==> src/rtl/token_decoder.sv <==
// Token decoder: walks a zero-terminated code stream, expands each code through a
// fixed-stride vocab RAM and writes a zero-terminated byte string to an output RAM.
module token_decoder #(
   parameter int unsigned ADDR_WIDTH = 4,
   parameter int unsigned DATA_WIDTH = 8,
   parameter int unsigned ENTRY_LOG2 = 2
) (
   input  logic                  clk,
   input  logic                  rst_n,
   input  logic                  cs,
   output logic [ADDR_WIDTH-1:0] code_addr,
   input  logic [DATA_WIDTH-1:0] code_dout,
   output logic [ADDR_WIDTH-1:0] vocab_addr,
   input  logic [DATA_WIDTH-1:0] vocab_dout,
   output logic [ADDR_WIDTH-1:0] out_addr,
   output logic [DATA_WIDTH-1:0] out_din,
   output logic                  out_we,
   output logic                  busy,
   output logic                  done,
   output logic                  error,
   output logic [ADDR_WIDTH-1:0] char_count
);

   localparam int unsigned ENTRY_LEN = 1 << ENTRY_LOG2;
   localparam int unsigned CODE_BITS = ADDR_WIDTH - ENTRY_LOG2;
   localparam int unsigned K_W       = (ENTRY_LOG2 > 0) ? ENTRY_LOG2 : 1;
   localparam logic [ADDR_WIDTH-1:0] ADDR_MAX = '1;
   localparam logic [K_W-1:0]        K_LAST   = K_W'(ENTRY_LEN - 1);

   typedef enum logic [3:0] {
      S_IDLE, S_FETCH_CODE, S_CHECK_CODE, S_FETCH_CHAR, S_CHECK_CHAR,
      S_EMIT, S_NEXT_CODE, S_TERM, S_DONE, S_ERROR
   } state_e;

   state_e state_q, state_d;

   logic [ADDR_WIDTH-1:0] code_addr_q,  code_addr_d;
   logic [ADDR_WIDTH-1:0] vocab_addr_q, vocab_addr_d;
   logic [ADDR_WIDTH-1:0] out_addr_q,   out_addr_d;
   logic [DATA_WIDTH-1:0] out_din_q,    out_din_d;
   logic [ADDR_WIDTH-1:0] char_count_q, char_count_d;
   logic [K_W-1:0]        k_q,          k_d;
   logic                  out_we_q, out_we_d;
   logic                  busy_q,   busy_d;
   logic                  done_q,   done_d;
   logic                  error_q,  error_d;

   logic code_oob_c;
   logic char_full_c;
   logic k_last_c;
   logic code_last_c;

   // Any bit above the vocab index range marks a code with no entry.
   assign code_oob_c  = (code_dout >> CODE_BITS) != '0;
   assign char_full_c = (char_count_q == ADDR_MAX);
   assign k_last_c    = (k_q == K_LAST);
   assign code_last_c = (code_addr_q == ADDR_MAX);

   always_ff @(posedge clk or negedge rst_n) begin
      if (!rst_n) state_q <= S_IDLE;
      else        state_q <= state_d;
   end

   always_comb begin
      state_d = state_q;
      unique case (state_q)
         S_IDLE:       if (cs) state_d = S_FETCH_CODE;
         S_FETCH_CODE: state_d = S_CHECK_CODE;
         S_CHECK_CODE: begin
            if (code_dout == '0)  state_d = S_TERM;
            else if (code_oob_c)  state_d = S_ERROR;
            else                  state_d = S_FETCH_CHAR;
         end
         S_FETCH_CHAR: state_d = S_CHECK_CHAR;
         S_CHECK_CHAR: begin
            if (vocab_dout == '0) state_d = S_NEXT_CODE;
            else if (char_full_c) state_d = S_ERROR;
            else                  state_d = S_EMIT;
         end
         S_EMIT:       state_d = k_last_c ? S_NEXT_CODE : S_FETCH_CHAR;
         S_NEXT_CODE:  state_d = code_last_c ? S_TERM : S_FETCH_CODE;
         S_TERM:       state_d = S_DONE;
         S_DONE:       state_d = S_DONE;
         S_ERROR:      state_d = S_ERROR;
         default:      state_d = S_IDLE;
      endcase
   end

   // Datapath and flag next values; flags follow the state being entered.
   always_comb begin
      code_addr_d  = code_addr_q;
      vocab_addr_d = vocab_addr_q;
      out_addr_d   = out_addr_q;
      out_din_d    = out_din_q;
      char_count_d = char_count_q;
      k_d          = k_q;
      out_we_d     = (state_d == S_EMIT) || (state_d == S_TERM);
      busy_d       = !((state_d == S_IDLE) || (state_d == S_DONE) || (state_d == S_ERROR));
      done_d       = (state_d == S_DONE);
      error_d      = (state_d == S_ERROR);

      unique case (state_q)
         S_IDLE: begin
            if (cs) begin
               code_addr_d  = '0;
               out_addr_d   = '0;
               char_count_d = '0;
            end
         end
         S_CHECK_CODE: begin
            if (state_d == S_FETCH_CHAR) begin
               vocab_addr_d = ADDR_WIDTH'(code_dout) << ENTRY_LOG2;
               k_d          = '0;
            end
         end
         S_CHECK_CHAR: begin
            if (state_d == S_EMIT) out_din_d = vocab_dout;
         end
         S_EMIT: begin
            out_addr_d   = out_addr_q + 1'b1;
            char_count_d = char_count_q + 1'b1;
            if (!k_last_c) begin
               k_d          = k_q + 1'b1;
               vocab_addr_d = vocab_addr_q + 1'b1;
            end
         end
         S_NEXT_CODE: begin
            if (!code_last_c) code_addr_d = code_addr_q + 1'b1;
         end
         default: ;
      endcase

      if (state_d == S_TERM) out_din_d = '0;
   end

   always_ff @(posedge clk or negedge rst_n) begin
      if (!rst_n) begin
         code_addr_q  <= '0;
         vocab_addr_q <= '0;
         out_addr_q   <= '0;
         out_din_q    <= '0;
         char_count_q <= '0;
         k_q          <= '0;
         out_we_q     <= 1'b0;
         busy_q       <= 1'b0;
         done_q       <= 1'b0;
         error_q      <= 1'b0;
      end else begin
         code_addr_q  <= code_addr_d;
         vocab_addr_q <= vocab_addr_d;
         out_addr_q   <= out_addr_d;
         out_din_q    <= out_din_d;
         char_count_q <= char_count_d;
         k_q          <= k_d;
         out_we_q     <= out_we_d;
         busy_q       <= busy_d;
         done_q       <= done_d;
         error_q      <= error_d;
      end
   end

   assign code_addr  = code_addr_q;
   assign vocab_addr = vocab_addr_q;
   assign out_addr   = out_addr_q;
   assign out_din    = out_din_q;
   assign out_we     = out_we_q;
   assign busy       = busy_q;
   assign done       = done_q;
   assign error      = error_q;
   assign char_count = char_count_q;

endmodule

==> config.mk <==
export PLATFORM = sky130hd
export DESIGN_NAME = token_decoder
export DESIGN_NICKNAME = d
export VERILOG_FILES = /design/src/rtl/token_decoder.sv
export SDC_FILE = /design/constraint.sdc
export NUM_CORES = 1
export LEC_CHECK = 0
export CORE_MARGIN = 3
export CORE_UTILIZATION = 52
export DETAILED_ROUTE_END_ITERATION = 7
export PLACE_DENSITY = 0.87
export SETUP_SLACK_MARGIN = 0.05
export SLEW_MARGIN = 30
export SYNTH_ARGS = -nofsm -noshare
export SYNTH_HDL_FRONTEND = slang
export SYNTH_SLANG_ARGS = --single-unit
export TNS_END_PERCENT = 20
==> constraint.sdc <==
create_clock -name clk -period 4.5 [get_ports clk]
set_input_delay 0.9 -clock clk [delete_from_list [all_inputs] [get_ports clk]]
set_output_delay 0.9 -clock clk [all_outputs]
set_load 0.03 [all_outputs]
# After elaboration in Yosys (flattened, before gate mapping)
# Cells that the tools add are included.
# word_totals
word_cells	78
regBits	34
# classes
n_eq_ne	21
n_mux	22
n_reduce_logical	19
n_addsub	5
# ops
cell	count
two-way mux 4 bit	9
one-hot mux 4 bit (9 select lines)	1
one-hot mux 4 bit (2 select lines)	4
equality test 4 x 3 -> 1 bit, second input constant	6
equality test 4 bit, second input constant	6
two-way mux 8 bit	3
adder 4 x 1 -> 4 bit, second input constant	4
logical NOT 8 bit	2
equality test 4 x 2 -> 1 bit, second input constant	3
nonzero test 2 bit	5
logical NOT 4 bit	2
inequality test 2 bit, second input constant	4
nonzero test 8 bit	1
two-way mux 3 bit	2
AND reduction 3 bit	2
equality test 4 x 1 -> 1 bit, second input constant	1
two-way mux 2 bit	2
one-hot mux 2 bit (2 select lines)	1
AND reduction 2 bit	2
logical OR 1 bit	3
adder 2 x 1 -> 2 bit, second input constant	1
equality test 2 bit, second input constant	1
OR reduction 2 bit	1
logical NOT 1 bit	1

# Depth between registers and ports, before layout
# Gate-level depths: netlist (run 1).
# logic_depth
word_depth	8
ltp_mapped	7

# Worst setup path after synthesis (run 1)
# No wires, ideal clock.
# synth_path
kind	in2reg
startpoint	in vocab_dout[1]
endpoint	reg out_din_q[0] (netlist: out_din[0])
setup_slack_ps	2126
setup_time_ps	125
t_arrival_ps	2249
path_stages	6
n_path_buf	0
cell_sequence	nor4_4 a21oi_1 a211o_1 a22o_4 nand2_8 mux2_4
# synth_between
elab_chain_len	6
# synth_rtl
item	line_no	source
start: declaration	14	input logic [DATA_WIDTH-1:0] vocab_dout,
logical NOT 8 bit *	76	if (vocab_dout == '0) state_d = S_NEXT_CODE;
two-way mux 4 bit *	76	
one-hot mux 4 bit (9 select lines) *	66	unique case (state_q)
via state_d[0]	35	state_e state_q, state_d;
equality test 4 x 3 -> 1 bit, on equally long branches	133, 117	
nonzero test 2 bit (no line)	-	
AND reduction 2 bit (no line)	-	
end signal: assignment	152	out_din_q <= out_din_d;
end: declaration	40	logic [DATA_WIDTH-1:0] out_din_q, out_din_d;
# The timed path passes the listed nets; every way through them passes the cells marked *.
# A chain may end at the register's enable or synchronous reset.

# Final worst setup path (run 1)
# layout_path
startpoint	in vocab_dout[1]
endpoint	reg out_din_q[5] (netlist: out_din[5])
# Same word-level chain as after synthesis.

==> results of run 1 <==
## registers in the layout, summed over array words and instances (netlist names)
register,cells
out_we,1
char_count,4
k_q,2
done,1
vocab_addr,4
out_addr,4
busy,1
code_addr,4
error,1
state_q,4
out_din,8
## synthesized netlist by cell type, drive strengths merged
master	count	area (sq um)
a31oi	3	18.77
nor2b	2	22.52
o21ai	19	95.09
a21oi	5	25.02
nor3	2	10.01
ha	5	62.56
clkbuf	3	12.51
a211oi	1	7.510
and2b	10	82.58
a22o	2	26.28
dfrtp	34	850.8
mux2	9	131.4
nand2b	3	18.77
nand3	6	30.03
and2	1	6.260
a21o	1	8.760
o32ai	1	8.760
o31ai	1	7.510
nand2	21	95.09
nand4	4	25.02
nor2	15	56.30
a22oi	1	7.510
nor4	3	55.05
a211o	1	8.760
o21bai	2	26.28
and3	2	12.51
mux2i	3	30.03
inv	7	26.28
or3	1	6.260
buf	4	38.78
xor2	2	17.52
o22ai	2	12.51
## worst max path at each step
stage	from	to	slack (ps)	cells past startpoint
final	vocab_dout[1]	out_din[5]	1860	7
after floorplan	vocab_dout[1]	out_din[0]	2130	6
after global placement	vocab_dout[1]	out_din[1]	1580	7
after CTS	vocab_dout[5]	out_din[5]	1870	7
after global routing	vocab_dout[5]	out_din[5]	1800	7
after detailed placement	vocab_dout[5]	out_din[5]	1530	7
## metal layers
layer,GRT usage,part of all wire
met4,0.09067,0.020
met5,0,0
met3,0.04615,0.051
met2,0.3527,0.51
met1,0.2649,0.42
## kinds of logic (layout without fill, tap and decap cells)
family / Yosys count / after routing / share of synthesized area
DFF: 34 / 34 / 0.4616
xor gates and xnor gates: 2 / 2 / 0.009506
muxes: 12 / 12 / 0.08758
and+or+nand+nor: 70 / 70 / 0.2281
AOI/OAI and AO/OA: 39 / 39 / 0.1371
adders and majority gates: 5 / 5 / 0.03394
buffers and inverters: 14 / 62 / 0.04209
## worst register-to-register path, delay by kind of cell (launching register included)
kind | cells | cell delay [ps]
flops | 1 | 530
compound gates | 3 | 640
simple gates | 3 | 920
## stage by stage
stage | instance area, sq um | worst slack (ps) | std cells | utilization
2_1_floorplan | 1843 | 2126 | 176 | -
3_3_place_gp | 2315 | 1580 | 260 | 0.7227
3_5_place_dp | 2315 | 1534 | 260 | 0.7227
4_1_cts | 2375 | 1873 | 268 | 0.7414
5_1_grt | 2375 | 1800 | 268 | 0.7414
6_report | 2375 | 1860 | 268 | 0.7414
## final cells by class
class | count | area share
Timing Repair Buffer | 47 | 0.1970
Clock inverter | 1 | 0.002107
Tap cell | 44 | 0.02318
Multi-Input combinational cell | 128 | 0.3851
Sequential cell | 34 | 0.3583
Inverter | 7 | 0.01106
Clock buffer | 7 | 0.02318
## power breakdown
part,internal [mW],leakage (nW),total [mW],switching (mW)
logic,0.308,0.599,0.655,0.347
registers,0.390,0.438,0.481,0.0910
clock network,0.0757,0.0353,0.172,0.0960
==> results by group, run 1 <==
Pwr
  • Power per cell area: 550.6 nW/um^2
  • Total power draw: 1.307 mW
  • Pleak: 1.073 nW
  • VDD IR max: 0.4013 mV

Worst hold path
  • HP Start: k_q[0]
  • Worst Hold End: k_q[0]
  • Worst hold path type: reg -> reg
  • Hold Path Cell Cnt: 1

Timing
  • Hold WS: 485.3 ps
  • Worst-margin pin slew: 474.2 ps
  • Final Hold Vio Count: 0
  • Final setup violation count: 0
  • Clk_skew: 6.276 ps
  • Slew margin rel.: 0.6817
  • Pins Over Slew Limit: 0
  • Maximum clock frequency: 378.9 MHz
  • Period utilization: 0.5866
  • Min Clock Period, post-route: 2640 ps
  • RSZ-0062 raised after global routing: false
  • Setup TNS: 0 ps

Setup path
  • Crit path largest cell delay: between 400 and 500 ps
  • Crit path cell chain: clkdlybuf4s50_1 -> nor4_4 -> a21oi_1 -> a211o_1 -> a22o_4 -> nand2_8 -> mux2_4
  • Worst r2r path cells: 6
  • CP Capture Type: flop
  • CP Max Fanout: 9
  • Critical register-to-register path endpoint: vocab_addr[2]
  • Crit path launch type: input pin
  • CP required: approximately 4700 ps
  • Critical Path AT: 2850 ps
  • Delay-heaviest family, CP: compound AO/OA/AOI/OAI gates
  • Slowest-stage cell, CP: clkdlybuf4s50_1
  • Worst r2r src: state_q[2]
  • Reg2Reg Setup Slack: 2330 ps
  • Worst Path Class, Setup: in -> reg
  • CP Buf/Inv Count: 1

Clock tree
  • Skew-Pair Late Insertion Delay: 330 ps
  • # resized after CTS: 0
  • Reg clk slew, reported paths: 90 ps
  • CTS hold repair buffers: 0
  • Max clock buf depth: 2
  • CTS Buf Count: 5
  • Clock sinks: 34
  • Post-CTS setup repair buffer count: 0
  • CTS tree: yes
  • Root buffer cell: clkbuf_4
  • H-tree Lvls: 2

Finish
  • Register area: approximately 850 sq um
  • Commonest non-fill, non-tap cells in the layout: clkdlybuf4s50_1 (46), dfrtp_1 (34), nand2_1 (20), o21ai_0 (18), nor2_1 (15)
  • Diode count: 0
  • Final nets: 247
  • Most common cell after layout, fill and taps aside: clkdlybuf4s50_1
  • Area Overhead vs Synth: 28.85%
  • Multi-input logic area: 914.6 sq um
  • Filler cells: between 200 and 250
  • Layout cells sized above 1: 0.1429

Synth
  • Post-synth design cell area: 1843 sq um
  • Yosys warning count: 0
  • Library cells used by synthesis: 42
  • Seq/Total Area, Yosys: 0.4616
  • Syn Nets: 200
  • #FFs+latches synth: 34
  • Post-Syn Area per Cell: between 10 and 15 sq um
  • Synth Instances: 176

Global routing
  • GRT Util Overall: 0.2120
  • Vias in the first global route: 1,587
  • Largest net degree at the start of global routing: 35
  • First-pass GRT wire length: 7072 um
  • Initial antenna violation count: 0
  • Grt total ovfl: 0

Floorplanning
  • FP Rows: 20
  • Effective utilization at floorplan: 0.5754
  • Die footprint: 4295 sq um
  • Io pins: 47
  • Core Box Area: 3203 sq um
  • Die Ht: 65.54 um
  • Die X: 65.54 um

Drt
  • Drt total wl: 4053 um
  • DR DRC count: 0
  • Total number of vias: 1,517
  • Drt wl/cell: 15.12 um
  • Vias per cell: 5.660
  • Final ANT Viol Nets: 0
  • First-pass iteration count of the detailed router: 5
  • 1st-iter DRT viols: 85

Status
  • Outcome: complete, no violations

Placed design
  • GPL Wtd Cong: 0.9133
  • PortBufs: 46
  • Post-DP HPWL: between 3000 and 4000 um

Job
  • Max-cap violations: 0
Note: power is estimated with default switching activity, not from simulation.
==> run 2: changes to the inputs <==
--- a/config.mk
+++ b/config.mk
@@ -6,9 +6,9 @@
 export NUM_CORES = 1
 export LEC_CHECK = 0
 export CORE_MARGIN = 3
-export CORE_UTILIZATION = 52
+export CORE_UTILIZATION = 49
 export DETAILED_ROUTE_END_ITERATION = 7
-export PLACE_DENSITY = 0.87
+export PLACE_DENSITY = 0.83
 export SETUP_SLACK_MARGIN = 0.05
 export SLEW_MARGIN = 30
 export SYNTH_ARGS = -nofsm -noshare
==> constraint.sdc (replaced) <==
create_clock -name clk -period 2.48 [get_ports clk]
set_input_delay 0.496 -clock clk [delete_from_list [all_inputs] [get_ports clk]]
set_output_delay 0.496 -clock clk [all_outputs]
set_load 0.03 [all_outputs]
==> results by group, run 2 (synthesized netlist as in run 1, its figures left out) <==
Pwr
  • Power per cell area: 1015 nW/um^2 (+84%)
  • Psw: 0.9638 mW (+81%)
  • Sequential share of power: 0.345 (-0.023)
  • Pleak: 1.122 nW (+4.6%)
  • VDD IR max: 0.6162 mV (+54%)
  • Combinational power share: 0.488 (-0.013)
  • Clk pwr share: 0.167 (+0.036)
  • Internal power: 1.534 mW (+98%)
  • Switching share of power: 0.3859 (-0.02231)

Setup path
  • Crit path launch type: input pin
  • Reg2Reg Setup Slack: 550 ps (-1780 ps)
  • Worst r2r path cells: 6 (unchanged)
  • CP Capture Type: flop
  • Worst r2r src: state_q[1]
  • CP endpoint: out_din[0]
  • CP startpoint: vocab_dout[1]
  • Critical register-to-register path endpoint: out_din[0]
  • CP required: 2650 ps (-2060 ps)
  • Worst Path Class, Setup: in -> reg
  • Critical Path AT: 2350 ps (-500 ps)
  • CP Max Fanout: 9 (unchanged)

Floorplanning
  • FP Rows: 21 (+5.0%)
  • Effective utilization at floorplan: 0.5314 (-0.04401)
  • Core Box Area: 3468 sq um (+8.3%)
  • Die footprint: 4533 sq um (+5.6%)
  • Io pins: 47 (unchanged)
  • Die Ht: 67.33 um (+2.7%)
  • Die X: 67.33 um (+2.7%)

Clock tree
  • Max clock buf depth: 2 (unchanged)
  • Skew-Pair Late Insertion Delay: 290 ps (-40 ps)
  • H-tree Lvls: 2 (unchanged)
  • Root buffer cell: clkbuf_8
  • # resized after CTS: 0 (unchanged)
  • CTS hold repair buffers: 0 (unchanged)
  • CTS Buf Count: 5 (unchanged)
  • Clock sinks: 34 (unchanged)
  • Reg clk slew, reported paths: 60 ps (-30 ps)
  • Post-CTS setup repair buffer count: 0 (unchanged)
  • CTS tree: yes

Finish
  • Area Overhead vs Synth: 33.54%
  • Commonest non-fill, non-tap cells in the layout: clkdlybuf4s50_1 (46), dfrtp_1 (34), nand2_1 (20), o21ai_0 (18), nor2_1 (15)
  • Most common cell after layout, fill and taps aside: clkdlybuf4s50_1
  • Final nets: 254 (+2.8%)
  • Layout cells sized above 1: 0.1688 (+0.02597)
  • Multi-input logic area: 914.6 sq um (unchanged)
  • Diode count: 0 (unchanged)
  • Max reg flops: 8 (unchanged)
  • Register area: 850.8 sq um (unchanged)
  • Filler cells: 288 (+20%)

Global routing
  • Largest net degree at the start of global routing: 35 (unchanged)
  • Vias in the first global route: 1,367 (-14%)
  • Grt total ovfl: 0 (unchanged)
  • Initial antenna violation count: 0 (unchanged)
  • GRT Util Overall: 0.1842 (-0.02782)
  • First-pass GRT wire length: 6168 um (-13%)

Timing
  • Min Clock Period, post-route: 2183 ps
  • Clk_skew: 9.512 ps (+3.236 ps)
  • Pins Over Slew Limit: 0 (unchanged)
  • Final setup violation count: 0 (unchanged)
  • Hold WS: 482.9 ps (-2.433 ps)
  • Maximum clock frequency: 458.0 MHz
  • Post-route setup slack: 296.7 ps (-1564 ps)
  • Setup TNS: 0 ps (unchanged)
  • Final Hold Vio Count: 0 (unchanged)
  • Slew margin rel.: 0.7154 (+0.03367)
  • RSZ-0062 raised after global routing: false
  • Period utilization: 0.8803
  • Worst-margin pin slew: 426.9 ps (-47.32 ps)

Drt
  • First-pass iteration count of the detailed router: 4 (-1)
  • Drt wl/cell: 13.17 um (-13%)
  • Vias per cell: 5.307 (-6.2%)
  • Drt total wl: 3648 um (-10%)
  • DR DRC count: 0 (unchanged)
  • Total number of vias: 1,470 (-3.1%)
  • 1st-iter DRT viols: 73 (-14%)
  • Final ANT Viol Nets: 0 (unchanged)

Placed design
  • Pre-CTS setup slack: -7.484 ps (-1541 ps)
  • PortBufs: 46 (unchanged)
  • GPL Wtd Cong: 0.8497 (-7.0%)
  • Post-DP HPWL: 2753 um (-10%)

Status
  • Outcome: complete, no violations

Worst hold path
  • Worst hold path type: reg -> reg

Job
  • Max-cap violations: 0 (unchanged)
==> run 2: cell types whose count changed in the layout (fill, tap and decap cells not counted) <==
cell,delta
clkbuf_4,-5
clkbuf_8,+5
buf_4,+7
==> run 2: worst min path at each step <==
stage / start / to / slack, ps / cells past startpoint
2_1_floorplan: rst_n / busy / 200 / 0
3_3_place_gp: k_q[0] / k_q[0] / 470 / 1
3_5_place_dp: k_q[0] / k_q[0] / 480 / 1
4_1_cts: k_q[0] / k_q[0] / 490 / 1
5_1_grt: k_q[0] / k_q[0] / 520 / 1
6_report: k_q[0] / k_q[0] / 480 / 1
==> run 2: power by group through the flow <==
stage	clock network [mW]	registers (mW)	logic [mW]
2_1_floorplan	0	1.04	0.667
3_5_place_dp	0	0.872	1.23
5_1_grt	0.449	0.889	1.32
6_report	0.417	0.863	1.22
4_1_cts	0.428	0.862	1.23
3_3_place_gp	0	0.869	1.20
==> run 2: layout make-up <==
class	instances	share of cell area
Sequential cell	34	0.3457
Timing Repair Buffer	54	0.2115
Clock inverter	1	0.002034
Tap cell	46	0.02339
Inverter	7	0.01068
Multi-Input combinational cell	128	0.3716
Clock buffer	7	0.03508
==> run 2: routing by layer <==
layer | vias up | track usage | routed length, um
met1 | 701 | 0.2162 | 1575
met2 | 32 | 0.3006 | 1814
met4 | 0 | 0.08861 | 77
met3 | 8 | 0.06323 | 180
met5 | - | 0 | 0
li1 | 729 | - | -
==> run 2: metrics by stage <==
| stage | util | power [mW] | area (sq um) | std cells |
|---|---|---|---|---|
| floorplan | - | 1.703 | 1843 | 176 |
| global placement | 0.6833 | 2.072 | 2370 | 269 |
| detailed placement | 0.6833 | 2.097 | 2370 | 269 |
| CTS | 0.7096 | 2.521 | 2461 | 277 |
| global route | 0.7096 | 2.655 | 2461 | 277 |
| finish | 0.7096 | 2.497 | 2461 | 277 |
==> run 2: worst max-delay path, stage by stage <==
cell	delay, ps
clkdlybuf4s50_1	460
nor4_4	300
a21oi_1	100
a211o_1	280
a22o_4	280
nand2_8	120
mux2_4	300
